[config.mk]
export PLATFORM = sky130hd
export DESIGN_NAME = fetch_unit_flat
export DESIGN_NICKNAME = d
export VERILOG_FILES = /design/src/rtl/fetch_unit_if.sv /design/src/rtl/fetch_unit.sv /design/src/flat_wrapper.sv
export SDC_FILE = /design/constraint.sdc
export NUM_CORES = 1
export LEC_CHECK = 0
export ABC_AREA = 1
export ABC_CLOCK_PERIOD_IN_PS = 3700
export CORE_UTILIZATION = 30
export CTS_CLUSTER_DIAMETER = 80
export DETAILED_ROUTE_END_ITERATION = 12
export DONT_BUFFER_PORTS = 1
export PLACE_DENSITY = 0.42
export SLEW_MARGIN = 30
export SYNTH_ARGS = -nofsm -noshare
export SYNTH_HDL_FRONTEND = slang
export SYNTH_SLANG_ARGS = --single-unit
[constraint.sdc]
create_clock -name clk_i -period 3.7 [get_ports clk_i]
set_input_delay 0.555 -clock clk_i [delete_from_list [all_inputs] [get_ports clk_i]]
set_output_delay 0.555 -clock clk_i [all_outputs]
set_load 0.005 [all_outputs]
[src/rtl/fetch_unit_if.sv]
// rtl/fetch_unit_if.sv - fetch stage bus bundle: imem req/ack, branch redirect, decode queue head, rf pc
interface fetch_unit_if;
   logic        imem_req;
   logic [31:0] imem_addr;
   logic        imem_ack;
   logic [31:0] imem_rdata;
   logic        br_valid;
   logic [31:0] br_target;
   logic        id_valid;
   logic        id_ready;
   logic [31:0] id_instr;
   logic [31:0] id_pc;
   logic [31:0] rf_pc_out;

   modport master (
      output imem_req, imem_addr, id_valid, id_instr, id_pc, rf_pc_out,
      input  imem_ack, imem_rdata, br_valid, br_target, id_ready
   );

   modport slave (
      input  imem_req, imem_addr, id_valid, id_instr, id_pc, rf_pc_out,
      output imem_ack, imem_rdata, br_valid, br_target, id_ready
   );
endinterface

[src/rtl/fetch_unit.sv]
// rtl/fetch_unit.sv - instruction fetch: pc, imem req/ack, 2-entry decode queue, branch redirect
module fetch_unit #(
   parameter logic [31:0] RESET_PC = 32'h0000_0000
) (
   input logic          clk_i,
   input logic          reset_i,
   fetch_unit_if.master bus
);

   typedef enum logic [1:0] {S_IDLE, S_REQ, S_DROP} state_e;

   state_e      state_q;
   logic [31:0] pc_q;
   logic [31:0] pend_pc_q;
   logic [31:0] rf_pc_q;
   logic [31:0] q_pc_q    [2];
   logic [31:0] q_instr_q [2];
   logic        head_q;
   logic [1:0]  count_q;

   logic [31:0] tgt;
   logic        br;
   logic        pop;
   logic        push;
   logic        wr_ptr;
   logic [1:0]  count_d;

   always_comb begin
      tgt     = {bus.br_target[31:2], 2'b00};
      br      = bus.br_valid;
      pop     = (count_q != 2'd0) && bus.id_ready && !br;
      push    = (state_q == S_REQ) && bus.imem_ack && !br;
      wr_ptr  = head_q ^ count_q[0];
      count_d = br ? 2'd0 : (count_q + {1'b0, push} - {1'b0, pop});
   end

   always_ff @(posedge clk_i) begin
      if (reset_i) begin
         state_q   <= S_IDLE;
         pc_q      <= RESET_PC;
         pend_pc_q <= RESET_PC;
         rf_pc_q   <= RESET_PC;
         head_q    <= 1'b0;
         count_q   <= 2'd0;
         for (int i = 0; i < 2; i++) begin
            q_pc_q[i]    <= 32'h0;
            q_instr_q[i] <= 32'h0;
         end
      end else begin
         rf_pc_q <= pc_q;
         count_q <= count_d;
         if (push) begin
            q_pc_q[wr_ptr]    <= pc_q;
            q_instr_q[wr_ptr] <= bus.imem_rdata;
         end
         if (pop) head_q <= ~head_q;

         case (state_q)
            S_IDLE: begin
               if (br) begin
                  pc_q    <= tgt;
                  state_q <= S_REQ;
               end else if (count_d < 2'd2) begin
                  state_q <= S_REQ;
               end
            end
            S_REQ: begin
               if (br) begin
                  // A redirect without ack leaves a stale request in flight that must be drained.
                  if (bus.imem_ack) begin
                     pc_q <= tgt;
                  end else begin
                     pend_pc_q <= tgt;
                     state_q   <= S_DROP;
                  end
               end else if (bus.imem_ack) begin
                  pc_q    <= pc_q + 32'd4;
                  state_q <= (count_d < 2'd2) ? S_REQ : S_IDLE;
               end
            end
            S_DROP: begin
               if (bus.imem_ack) begin
                  pc_q    <= br ? tgt : pend_pc_q;
                  state_q <= S_REQ;
               end else if (br) begin
                  pend_pc_q <= tgt;
               end
            end
            default: state_q <= S_IDLE;
         endcase
      end
   end

   assign bus.imem_req  = (state_q != S_IDLE);
   assign bus.imem_addr = pc_q;
   assign bus.id_valid  = (count_q != 2'd0) && !br;
   assign bus.id_instr  = q_instr_q[head_q];
   assign bus.id_pc     = q_pc_q[head_q];
   assign bus.rf_pc_out = rf_pc_q;

endmodule

[src/flat_wrapper.sv]
// flat-port wrapper written by rule: the top's interface ports become plain ports
module fetch_unit_flat 
#(
   parameter logic [31:0] RESET_PC = 32'h0000_0000
)
  (clk_i, reset_i, bus_imem_req, bus_imem_addr, bus_id_valid, bus_id_instr, bus_id_pc, bus_rf_pc_out, bus_imem_ack, bus_imem_rdata, bus_br_valid, bus_br_target, bus_id_ready);
  fetch_unit_if bus_i ();
  input logic clk_i;
  input logic reset_i;
  output wire logic [$bits(bus_i.imem_req)-1:0] bus_imem_req;
  output wire logic [$bits(bus_i.imem_addr)-1:0] bus_imem_addr;
  output wire logic [$bits(bus_i.id_valid)-1:0] bus_id_valid;
  output wire logic [$bits(bus_i.id_instr)-1:0] bus_id_instr;
  output wire logic [$bits(bus_i.id_pc)-1:0] bus_id_pc;
  output wire logic [$bits(bus_i.rf_pc_out)-1:0] bus_rf_pc_out;
  input wire logic [$bits(bus_i.imem_ack)-1:0] bus_imem_ack;
  input wire logic [$bits(bus_i.imem_rdata)-1:0] bus_imem_rdata;
  input wire logic [$bits(bus_i.br_valid)-1:0] bus_br_valid;
  input wire logic [$bits(bus_i.br_target)-1:0] bus_br_target;
  input wire logic [$bits(bus_i.id_ready)-1:0] bus_id_ready;
  assign bus_imem_req = bus_i.imem_req;
  assign bus_imem_addr = bus_i.imem_addr;
  assign bus_id_valid = bus_i.id_valid;
  assign bus_id_instr = bus_i.id_instr;
  assign bus_id_pc = bus_i.id_pc;
  assign bus_rf_pc_out = bus_i.rf_pc_out;
  assign bus_i.imem_ack = bus_imem_ack;
  assign bus_i.imem_rdata = bus_imem_rdata;
  assign bus_i.br_valid = bus_br_valid;
  assign bus_i.br_target = bus_br_target;
  assign bus_i.id_ready = bus_id_ready;
  fetch_unit #(.RESET_PC(RESET_PC)) u_core (.clk_i(clk_i), .reset_i(reset_i), .bus(bus_i));
endmodule
* Yosys cells after proc, flatten, opt, wreduce, memory -nomap -nowiden
Memories as Yosys holds them, arrays and structs flattened. A register that Yosys moved wholly into a read port is not among the register bits.
Cells that the tools add are included.
** Storage, ports and cells
- Register bits :: 101
- Bits in writable memories :: 128
- Bits of input ports :: 69
- Output and inout port bits :: 130
- Word-level logic and storage cells :: 76
- Memories kept :: 2
** Cells by class
- Add/subtract/negate cells :: 3
- Order comparisons :: 1
- Equal/unequal tests :: 11
- Multiplexer cells :: 35
- Bitwise logic cells :: 2
- Reduce and logical (&&, ||, !) cells :: 16
** Memory list
- u_core.q_instr_q :: words 2, width 32, read ports 1, clocked after Yosys merged registers in 1, wr ports 2, line fetch_unit.sv:17 : logic [31:0] q_instr_q [2];
- u_core.q_pc_q :: words 2, width 32, read ports 1, clocked after Yosys merged registers in 1, wr ports 2, line fetch_unit.sv:16 : logic [31:0] q_pc_q [2];
** Operators with widths (count)
- two-way mux 32 bit :: 11
- case mux 32 bit (3 select lines) :: 1
- case mux 32 bit (2 select lines) :: 1
- OR reduction 32 bit :: 2
- adder 32 x 3 -> 32 bit (second input constant) :: 1
- two-way mux 1 bit :: 14
- two-way mux 2 bit :: 7
- inequality test 2 bit (second input constant) :: 6
- AND reduction 4 bit :: 3
- inequality test 3 bit (second input constant) :: 2
- case mux 2 bit (3 select lines) :: 1
- nonzero test 2 bit :: 3
- logical AND 1 bit :: 5
- inequality test 3 x 2 -> 1 bit (second input constant) :: 1
- nonzero test 3 bit :: 1
- adder 2 x 1 -> 2 bit :: 1
- equality test 2 x 1 -> 1 bit (second input constant) :: 1
- equality test 2 bit (second input constant) :: 1
- logical NOT 2 bit :: 1
- < comparator 2 bit (second input constant) :: 1
- subtractor 2 x 1 -> 2 bit :: 1
- logical NOT 1 bit :: 1
- inverter 1 bit :: 1
- XOR 1 bit :: 1

* Longest topological paths before layout
- Depth in word-level cells :: 11
- Gate-level depth with buffers :: 15
- Depth with buffers taken out :: 14

* Worst setup path before layout
No wires, ideal clock.
- Kind :: input port to flip-flop
- Start point :: in reset_i
- End point :: mem u_core.q_instr_q[0][0], enable pin
- Library setup time :: 0.424 ns
- Data arrival time :: 2.843 ns
- Path slack :: 0.434 ns
- Cell stages on the path :: 7
- Buffers on the path :: 4
- Path through :: clkbuf_1 -> inv_1 -> clkbuf_1 -> nand3_1 -> buf_2 -> buf_2 -> nand2_1
** RTL lines
- start, declared :: line flat_wrapper.sv:9 : input logic reset_i;
- end, declared :: line fetch_unit.sv:17

==> run metrics <==
die width 191 µm; Post-Syn Nets 1304; Most used DFF post-synth edfxtp_1; FP Rows 68; FFs w/ async S/R, synth 0; number of CTS-inserted buffers 27; die height 191 µm; Wirelength per Cell 19.0 µm; Synth Warn # 0; RSZ-0062 raised after global routing no; min-delay worst type input pin to register; Synth top cells by count nor2_1, nand2_1, edfxtp_1; setup bufs post-CTS 0; post-synthesis sequential element count 230; Distinct cells, synth 32; via count 7886; Worst Setup EP bus_id_pc[20]; Port Buffers 0; Post-CTS Hold Buffers 0; setup ws final 1.22 ns; DRC 0; Max VDD drop 315 µV; CP Class register to primary output; most frequent cell after synthesis nor2_1; Synth Instances 1228; Core Area 34800 µm²; Seq/Total Area, Yosys 0.550; first-pass GRT wire length 47.9 mm; initial antenna violation count 0; outcome complete, no violations; vias per cell 4.69; cell taking the most area after synthesis edfxtp_1; Root Buffer clkbuf_16; antenna cells 0; FF-to-FF Start u_core.state_q[0]$_SDFFE_PP0P_; count of final setup violators 0; DRT Pass-1 Iters 5; period utilization 0.669; global placement routability congestion 0.829; reg2reg setup slack 1.23 ns; Die Area 36400 µm²; Slew HR 0.450; syn_area_per_cell 8.72 µm²; setup_tns 0 ns; final antenna-violating net count 0; reg2reg end u_core.bus.imem_addr[0]$_SDFFE_PP0P_; DP HPWL 22.1 mm; Post-CTS Resized 0; WL final 32.1 mm; H-Tree Depth 1; CP endpoint kind primary output; Fmax achieved 0.404 GHz; Bufs on Longest Clock Path 3; MaxCap Viol Count 0; # IOs 199; # fillers 3553; Worst-Skew Late Latency 0.54 ns; leakage power 4.73 nW; Syn-to-layout area delta 12.1%; Slew Limit Fails 0; hold slack final 0.0852 ns; Critical Path Start Type register; mapped cell area 10700 µm²; TritonCTS clock tree done; Net count, final 1283; minimum clock period 2.48 ns; Post-Place Setup Slack 1.19 ns; CP Data Arrival Time 1.92 ns; share of the synthesized area in the top cell type 0.359; Least-Margin Pin Slew 0.825 ns; Total GRT Usage 0.173; grt ovf 0; final hold viol count 0; initial core utilization 0.308; Worst-path clk slew 0.06 ns; Worst Skew 0.0172 ns; Post-synth EDFFs 128; worst-case reg-to-reg path depth 11; largest net degree at the start of global routing 65; DRT iter0 DRCs 471; vias in the first global route 7543; clk sinks 230; worst-path fanout max 36; pwr/cell area 554 nW/µm²; Synth area leaders edfxtp_1, dfxtp_1, nor2_1, nand2_1, mux2_2; Worst EP required 3.14 ns; layout cells sized above 1 0.108
-- placed cells by master, fill, tap and decap left out, types with 3 or more instances in the layout --
master     instances
dfxtp_1          101
a21oi_1          104
nand2_1          208
nand3_1           51
o211ai_1           7
buf_4             13
ha_1               7
clkbuf_8           4
o21ai_1            3
a211oi_1           9
clkbuf_1          10
edfxtp_1         128
nand4_1           14
clkbuf_16         28
o21ai_0           83
inv_2              6
inv_1            121
mux2_2            64
nor2_1           234
clkinv_1           3
-- layout make-up --
type,count,area (µm²),area share
Sequential cell,230,5890,0.491
Multi-Input combinational cell,806,4070,0.339
Clock buffer,44,808,0.0674
Tap cell,455,569,0.0474
Inverter,127,477,0.0397
Timing Repair Buffer,15,129,0.0107
Clock inverter,6,55.1,0.00459
-- stage by stage --
step | cells | cell area [µm²] | util | total power [W]
after floorplan | 1228 | 10700 | - | 0.00377
after global placement | 1632 | 11100 | 0.319 | 0.00411
after detailed placement | 1632 | 11100 | 0.319 | 0.00412
after CTS | 1682 | 12000 | 0.344 | 0.00676
after global routing | 1683 | 12000 | 0.345 | 0.00699
final | 1683 | 12000 | 0.345 | 0.00665
-- critical path: stages, from the launching register on --
cell	delay (ns)
dfxtp_4	0.62
buf_12	0.29
mux2_2	0.42
-- cells by family after synthesis --
family / count (synthesis) / share of synthesized area
xor gates and xnor gates: 4 / 0.00327
and+or+nand+nor: 522 / 0.197
buffers and inverters: 192 / 0.0718
DFF: 230 / 0.550
adders and majority gates: 7 / 0.00818
muxes: 64 / 0.0673
AOI/OAI and AO/OA: 209 / 0.102
-- per-layer routing --
layer	track usage	part of all wire	up-vias
met5	0	0	-
met4	0.0403	0.018	0
met3	0.0475	0.076	32
met2	0.268	0.44	230
met1	0.238	0.47	3600
li1	-	-	4024
-- state kept, by name, indices dropped and copies added, names as in the netlist, named ones only --
register,count
u_core.bus.rf_pc_out,32
u_core.state_q,2
u_core.q_instr_q,64
u_core.head_q,1
u_core.q_pc_q,64
u_core.pend_pc_q,32
u_core.bus.imem_addr,32
u_core.count_q,2
-- how the worst min path moves through the flow --
stage | start | cells past startpoint | endpoint
5_1_grt | reset_i | 1 | u_core.pend_pc_q[0]$_SDFFE_PP0P_
2_1_floorplan | u_core.pend_pc_q[0]$_SDFFE_PP0P_ | 2 | u_core.pend_pc_q[0]$_SDFFE_PP0P_
3_3_place_gp | u_core.pend_pc_q[1]$_SDFFE_PP0P_ | 2 | u_core.pend_pc_q[1]$_SDFFE_PP0P_
3_5_place_dp | u_core.pend_pc_q[0]$_SDFFE_PP0P_ | 2 | u_core.pend_pc_q[0]$_SDFFE_PP0P_
4_1_cts | reset_i | 1 | u_core.pend_pc_q[0]$_SDFFE_PP0P_
6_report | reset_i | 1 | u_core.bus.rf_pc_out[1]$_SDFF_PP0_
-- power by group --
group,switching [W],internal [W]
Sequential,0.000209,0.00292
Combinational,0.000665,0.000261
Clock,0.00104,0.00155
Total,0.00192,0.00473
Note: power is estimated with default switching activity, not from simulation.
